### src/rtl/srom_arb_pkg.sv
// Shared constants, FSM encodings and read-lane steering
// for the two-port AHB-lite SROM arbiter.
package srom_arb_pkg;

  localparam logic [1:0] HT_IDLE = 2'b00;
  localparam logic [1:0] HT_BUSY = 2'b01;
  localparam logic [1:0] HT_NSEQ = 2'b10;
  localparam logic [1:0] HT_SEQ  = 2'b11;

  localparam logic [2:0] SZ_BYTE = 3'd0;
  localparam logic [2:0] SZ_HALF = 3'd1;
  localparam logic [2:0] SZ_WORD = 3'd2;

  typedef enum logic [2:0] {
    P_IDLE,
    P_PEND,
    P_ACC,
    P_DONE,
    P_ERR1,
    P_ERR2
  } port_st_e;

  typedef enum logic {
    S_IDLE,
    S_BUSY
  } seq_st_e;

  function automatic logic [31:0] lane_steer(
    input logic [31:0] d,
    input logic [1:0]  a,
    input logic [2:0]  sz
  );
    logic [31:0] r;
    r = d;
    if (sz == SZ_BYTE) begin
      case (a)
        2'd0:    r = {4{d[7:0]}};
        2'd1:    r = {4{d[15:8]}};
        2'd2:    r = {4{d[23:16]}};
        default: r = {4{d[31:24]}};
      endcase
    end else if (sz == SZ_HALF) begin
      r = a[1] ? {2{d[31:16]}} : {2{d[15:0]}};
    end
    return r;
  endfunction

endpackage

### src/rtl/srom_arb_port.sv
// Per-port AHB-lite front-end: accept, pending capture,
// wait-state / error sequencing and read-data return.
module srom_arb_port
  import srom_arb_pkg::*;
(
  input  logic        clk,
  input  logic        rst_n,
  input  logic        shready_i,
  input  logic        shsel_i,
  input  logic [31:0] shaddr_i,
  input  logic [1:0]  shtrans_i,
  input  logic        shwrite_i,
  input  logic [2:0]  shsize_i,
  input  logic [31:0] romdout_i,
  input  logic        gnt_i,
  input  logic        done_i,
  output logic        req_o,
  output logic [31:0] req_addr_o,
  output logic [31:0] shrdata_o,
  output logic        shready_o,
  output logic        shresp_o
);

  port_st_e    state_q, state_d;
  logic [31:0] addr_q;
  logic [2:0]  size_q;
  logic        open, acc, acc_rd, acc_wr;

  // New address phases are only taken while this slave shows HREADY high.
  assign open = (state_q == P_IDLE) | (state_q == P_DONE)
              | (state_q == P_ERR2);
  assign acc    = open & shready_i & shsel_i & shtrans_i[1];
  assign acc_rd = acc & ~shwrite_i;
  assign acc_wr = acc & shwrite_i;

  assign req_o      = (state_q == P_PEND) | acc_rd;
  assign req_addr_o = (state_q == P_PEND) ? addr_q : shaddr_i;

  always_comb begin
    state_d = state_q;
    unique case (state_q)
      P_IDLE, P_DONE, P_ERR2: begin
        if (acc_wr)      state_d = P_ERR1;
        else if (acc_rd) state_d = gnt_i ? P_ACC : P_PEND;
        else             state_d = P_IDLE;
      end
      P_PEND: if (gnt_i) state_d = P_ACC;
      P_ACC:  if (done_i) state_d = P_DONE;
      P_ERR1: state_d = P_ERR2;
      default: state_d = P_IDLE;
    endcase
  end

  always_ff @(posedge clk or negedge rst_n) begin
    if (!rst_n) begin
      state_q <= P_IDLE;
      addr_q  <= '0;
      size_q  <= '0;
    end else begin
      state_q <= state_d;
      if (acc) begin
        addr_q <= shaddr_i;
        size_q <= shsize_i;
      end
    end
  end

  assign shready_o = ~((state_q == P_PEND) | (state_q == P_ACC)
                     | (state_q == P_ERR1));
  assign shresp_o  = (state_q == P_ERR1) | (state_q == P_ERR2);
  assign shrdata_o = (state_q == P_DONE)
                   ? lane_steer(romdout_i, addr_q[1:0], size_q)
                   : 32'h0;

endmodule

### src/rtl/ahb_srom_arb2.sv
// Two-port AHB-lite SROM front-end: round-robin arbiter
// and fixed-latency SROM access sequencer.
module ahb_srom_arb2
  import srom_arb_pkg::*;
#(
  parameter int WAIT_CYC = 0
) (
  input  logic        clk,
  input  logic        rst_n,
  input  logic        p0_shready_in,
  input  logic        p0_shsel,
  input  logic [31:0] p0_shaddr,
  input  logic [1:0]  p0_shtrans,
  input  logic        p0_shwrite,
  input  logic [2:0]  p0_shsize,
  output logic [31:0] p0_shrdata,
  output logic        p0_shready_out,
  output logic        p0_shresp,
  input  logic        p1_shready_in,
  input  logic        p1_shsel,
  input  logic [31:0] p1_shaddr,
  input  logic [1:0]  p1_shtrans,
  input  logic        p1_shwrite,
  input  logic [2:0]  p1_shsize,
  output logic [31:0] p1_shrdata,
  output logic        p1_shready_out,
  output logic        p1_shresp,
  output logic        romcs_n,
  output logic [31:0] romaddr,
  input  logic [31:0] romdout
);

  localparam logic [2:0] WC = WAIT_CYC[2:0];

  logic        r0, r1, g0, g1, d0, d1;
  logic [31:0] a0, a1;

  seq_st_e     seq_q, seq_d;
  logic [2:0]  cnt_q, cnt_d;
  logic        own_q, own_d;
  logic        last_q, last_d;
  logic        cs_q, cs_d;
  logic [31:0] addr_q, addr_d;
  logic        fin, slot, pick0;

  assign fin   = (seq_q == S_BUSY) & (cnt_q == WC);
  assign slot  = (seq_q == S_IDLE) | fin;
  assign pick0 = r0 & (~r1 | last_q);
  assign g0    = slot & pick0;
  assign g1    = slot & r1 & ~pick0;
  assign d0    = fin & ~own_q;
  assign d1    = fin & own_q;

  always_comb begin
    seq_d  = seq_q;
    cnt_d  = cnt_q;
    own_d  = own_q;
    last_d = last_q;
    cs_d   = cs_q;
    addr_d = addr_q;
    if (slot & (r0 | r1)) begin
      seq_d  = S_BUSY;
      cnt_d  = '0;
      own_d  = ~pick0;
      cs_d   = 1'b0;
      addr_d = pick0 ? a0 : a1;
      // the pointer only moves when a tie was actually arbitrated
      if (r0 & r1) last_d = ~pick0;
    end else if (fin) begin
      seq_d = S_IDLE;
      cs_d  = 1'b1;
    end else if (seq_q == S_BUSY) begin
      cnt_d = cnt_q + 3'd1;
    end
  end

  always_ff @(posedge clk or negedge rst_n) begin
    if (!rst_n) begin
      seq_q  <= S_IDLE;
      cnt_q  <= '0;
      own_q  <= 1'b0;
      last_q <= 1'b1;
      cs_q   <= 1'b1;
      addr_q <= '0;
    end else begin
      seq_q  <= seq_d;
      cnt_q  <= cnt_d;
      own_q  <= own_d;
      last_q <= last_d;
      cs_q   <= cs_d;
      addr_q <= addr_d;
    end
  end

  assign romcs_n = cs_q;
  assign romaddr = addr_q;

  srom_arb_port u_p0 (
    .clk        (clk),
    .rst_n      (rst_n),
    .shready_i  (p0_shready_in),
    .shsel_i    (p0_shsel),
    .shaddr_i   (p0_shaddr),
    .shtrans_i  (p0_shtrans),
    .shwrite_i  (p0_shwrite),
    .shsize_i   (p0_shsize),
    .romdout_i  (romdout),
    .gnt_i      (g0),
    .done_i     (d0),
    .req_o      (r0),
    .req_addr_o (a0),
    .shrdata_o  (p0_shrdata),
    .shready_o  (p0_shready_out),
    .shresp_o   (p0_shresp)
  );

  srom_arb_port u_p1 (
    .clk        (clk),
    .rst_n      (rst_n),
    .shready_i  (p1_shready_in),
    .shsel_i    (p1_shsel),
    .shaddr_i   (p1_shaddr),
    .shtrans_i  (p1_shtrans),
    .shwrite_i  (p1_shwrite),
    .shsize_i   (p1_shsize),
    .romdout_i  (romdout),
    .gnt_i      (g1),
    .done_i     (d1),
    .req_o      (r1),
    .req_addr_o (a1),
    .shrdata_o  (p1_shrdata),
    .shready_o  (p1_shready_out),
    .shresp_o   (p1_shresp)
  );

endmodule

### config.mk
export PLATFORM = sky130hd
export DESIGN_NAME = ahb_srom_arb2
export DESIGN_NICKNAME = d
export VERILOG_FILES = /design/src/rtl/srom_arb_pkg.sv /design/src/rtl/srom_arb_port.sv /design/src/rtl/ahb_srom_arb2.sv
export SDC_FILE = /design/constraint.sdc
export NUM_CORES = 1
export LEC_CHECK = 0
export CAP_MARGIN = 25
export CORE_ASPECT_RATIO = 0.5
export CORE_MARGIN = 2
export CORE_UTILIZATION = 50
export CTS_CLUSTER_DIAMETER = 80
export DETAILED_ROUTE_END_ITERATION = 12
export PLACE_DENSITY = 0.83
export SETUP_SLACK_MARGIN = 0.02
export SYNTH_ARGS = -nofsm -noshare
export SYNTH_HDL_FRONTEND = slang
export SYNTH_HIERARCHICAL = 1
export SYNTH_SLANG_ARGS = --single-unit
### constraint.sdc
create_clock -name clk -period 3.05 [get_ports clk]
set_input_delay 0.61 -clock clk [delete_from_list [all_inputs] [get_ports clk]]
set_output_delay 0.61 -clock clk [all_outputs]
set_load 0.005 [all_outputs]
==> summary.md <==
| Metric | Value |
|---|---|
| Status | `finished clean` |
| YS warnings | `6` |
| Hold buffers post-CTS | `0` |
| HP Class | `in -> async` |
| Worst Setup End Kind | `output pin` |
| Largest net degree at the start of global routing | `84` |
| Nets | `about 1100` |
| Root Driver | `clkbuf_16` |
| CTS tree | `done` |
| GRT Total Usage | `roughly 28%` |
| Post-synthesis sequential area ratio | `36.4%` |
| Synthesis-to-finish area growth | `35.5%` |
| Mean Syn Cell Area | `around 10 um^2` |
| Vias per cell | `6.25` |
| Setup Fix Bufs, Post-CTS | `0` |
| Row count | `32` |
| Psw | `roughly 0.0038 W` |
| Post-synthesis cell type count | `48` |
| Worst-path clk slew | `50 ps` |
| Setup-failing EPs final | `0` |
| Syn_nets | `between 800 and 900` |
| Worst clock skew | `7.94 ps` |
| Hold slack | `between 100 and 150 ps` |
| Reg2reg setup slack | `~690 ps` |
| DR pass1 iterations | `5` |
| WS Path Type | `in -> out` |
| RSZ-0062 raised after global routing | `no` |
| Synth async-reset ratio | `100%` |
| Achievable Freq | `0.334 GHz` |
| Worst Tran Pin Value | `approximately 610 ps` |
| Final antenna-violating net count | `0` |
| Sum of negative setup slack | `0 ps` |
| Share of layout cells above drive strength 1 | `23.7%` |
| Pwr/cell area | `945 nW/um^2` |
| Ports | `215` |
| Data required, critical path | `about 2400 ps` |
| Via count | `7267` |
| Final wirelength | `~24 mm` |
| Vias in the first global route | `between 7000 and 8000` |
| Number of hold violations in the final report | `0` |
| Die ar. | `roughly 17000 um^2` |
| Setup crit start kind | `input pin` |
| FF-to-FF path depth | `7` |
| Die Y | `roughly 93 um` |
| Sw Share | `37.4%` |
| Slew margin rel. | `59.2%` |
| First-pass GRT wire length | `roughly 37 mm` |
| 1st-iter DRT viols | `~610` |
| Number of CTS-inserted buffers | `17` |
| Leakage | `roughly 4.4 nW` |
| Most frequent cells in the layout | `188 x clkdlybuf4s50_1, 114 x mux2_2, 111 x dfrtp_1, 64 x a21oi_1, 62 x o21ai_0` |
| N_diodes | `0` |
| Gate Count Post-Synth | `~760` |
| Drc violations | `0` |
| Reg power frac | `28.3%` |
| Worst EP arrival | `about 2400 ps` |
| GRT Residual Overflow | `0` |
| H-tree Lvls | `4` |
| Max cap viols | `0` |
| Worst-skew pair later-pin latency | `~400 ps` |
| Initial Util | `roughly half` |
| Logic pwr share | `53.3%` |
| Clk pwr share | `a little under a fifth` |
| Worst r2r dst | `romaddr[14]` |
| I/O Buffers | `roughly 210` |
| CTS max path bufs | `2` |
| Overall power | `~0.010 W` |
| DP Wirelength | `between 15 and 20 mm` |
| Internal | `~0.0063 W` |
| # clock sinks | `115` |
| Gpl congestion | `just under 0.9` |
| Core box area | `15500 um^2` |
| Worst r2r src | `u_p0/state_q[1]` |
| Routed WL per cell | `20.4 um` |
| Max-slew violations | `0` |
| Most common cell after layout, fill and taps aside | `clkdlybuf4s50_1` |
| Register bit total from synthesis | `approximately 120` |
| Worst-path fanout max | `6` |
| Ys flop type | `dfrtp_1` |
| Period utilisation layout | `98.3%` |
| Initial antenna violation count | `0` |
| Post-Synthesis Cell Area | `between 7000 and 8000 um^2` |
| Die width | `182 um` |
| Max rail drop VDD | `515 uV` |
| EDFF count, synth | `0` |
| Final Critical Period | `3000 ps` |
==> metal layers <==
layer | GRT usage (%) | wire length (um)
met3 | 5.45 | 1770
met4 | 12.1 | 582
met5 | 0 | 0
met1 | 34.4 | 9580
met2 | 48.9 | 11800
==> worst max-delay path by stage <==
stage / start / end / slack [ps] / cells after the start
after CTS: u_p1/size_q[1] / p1_shrdata[15] / 30 / 6
final: romdout[23] / p0_shrdata[7] / 50 / 5
after detailed placement: romdout[14] / p0_shrdata[6] / 60 / 5
after floorplan: p1_shtrans[1] / u_p0/state_q[0] / 650 / 11
after global routing: romdout[30] / p0_shrdata[22] / 20 / 5
after global placement: romdout[14] / p0_shrdata[6] / 60 / 5
==> Yosys cell counts, types with 14 or more instances <==
cell | number | area [um^2]
mux2_2 | 114 | 1280
dfrtp_1 | 113 | 2830
o21ai_0 | 67 | 335
a21oi_1 | 66 | 330
nand2_1 | 61 | 229
a22oi_1 | 60 | 450
a2bb2oi_1 | 30 | 263
nand2b_1 | 30 | 188
clkbuf_1 | 29 | 109
o32ai_1 | 23 | 201
inv_1 | 16 | 60.1
mux4_2 | 16 | 360
buf_6 | 14 | 158
mux2_4 | 14 | 210
==> repair_timing <==
| action | in CTS | in global routing |
|---|---|---|
| pin swaps | 0 | 4 |
| setup endpoints to repair | 20 | 53 |
| resized for setup | 4 | 37 |
==> cell families after synthesis <==
kind of cell | Yosys count | share of synthesized area [%]
AOI/OAI and AO/OA | 277 | 24.3
muxes | 148 | 24.0
and+or+nand+nor | 126 | 8.06
DFF | 115 | 36.4
buffers and inverters | 88 | 6.65
xor gates and xnor gates | 3 | 0.332
adders and majority gates | 2 | 0.316
==> state kept, by name, summed over array words and instances, names as in the netlist <==
register / flops
u_p1/addr_q: 32
romaddr: 32
last_q: 1
seq_q: 1
u_p0/size_q: 3
romcs_n: 1
u_p0/state_q: 3
cnt_q: 3
u_p1/size_q: 3
u_p0/addr_q: 32
u_p1/state_q: 3
own_q: 1
==> power groups by stage <==
stage          combinational [W]  clock (W)  sequential, W
2_1_floorplan            0.00390          0        0.00262
3_3_place_gp             0.00504          0        0.00279
3_5_place_dp             0.00522          0        0.00285
4_1_cts                  0.00529    0.00189        0.00285
5_1_grt                  0.00581    0.00198        0.00296
6_report                 0.00540    0.00187        0.00287
==> critical path, stage by stage <==
cell and delay, ps:
clkdlybuf4s50_1 550, mux4_2 520, nand2_1 140, a21oi_1 100
clkdlybuf4s50_1 470
==> area by class of cell <==
cell class / instances / area, um^2
tap: 204 / 255
fill: 1139 / 4720
clock buffer: 21 / 440
inverter: 16 / 60.1
clock inverter: 10 / 111
multi-input combinational: 556 / 4540
sequential: 115 / 2880
timing repair buffer: 240 / 2440
==> through the flow <==
stage	instances	worst slack, ps	util [%]	cell area (um^2)
2_1_floorplan	759	651	-	7920
3_3_place_gp	1131	64.3	65.2	10100
3_5_place_dp	1131	59.6	65.2	10100
4_1_cts	1162	33.1	68.9	10600
5_1_grt	1162	17.2	69.4	10700
6_report	1162	51.9	69.4	10700
Power figures use the tool's default switching activity.
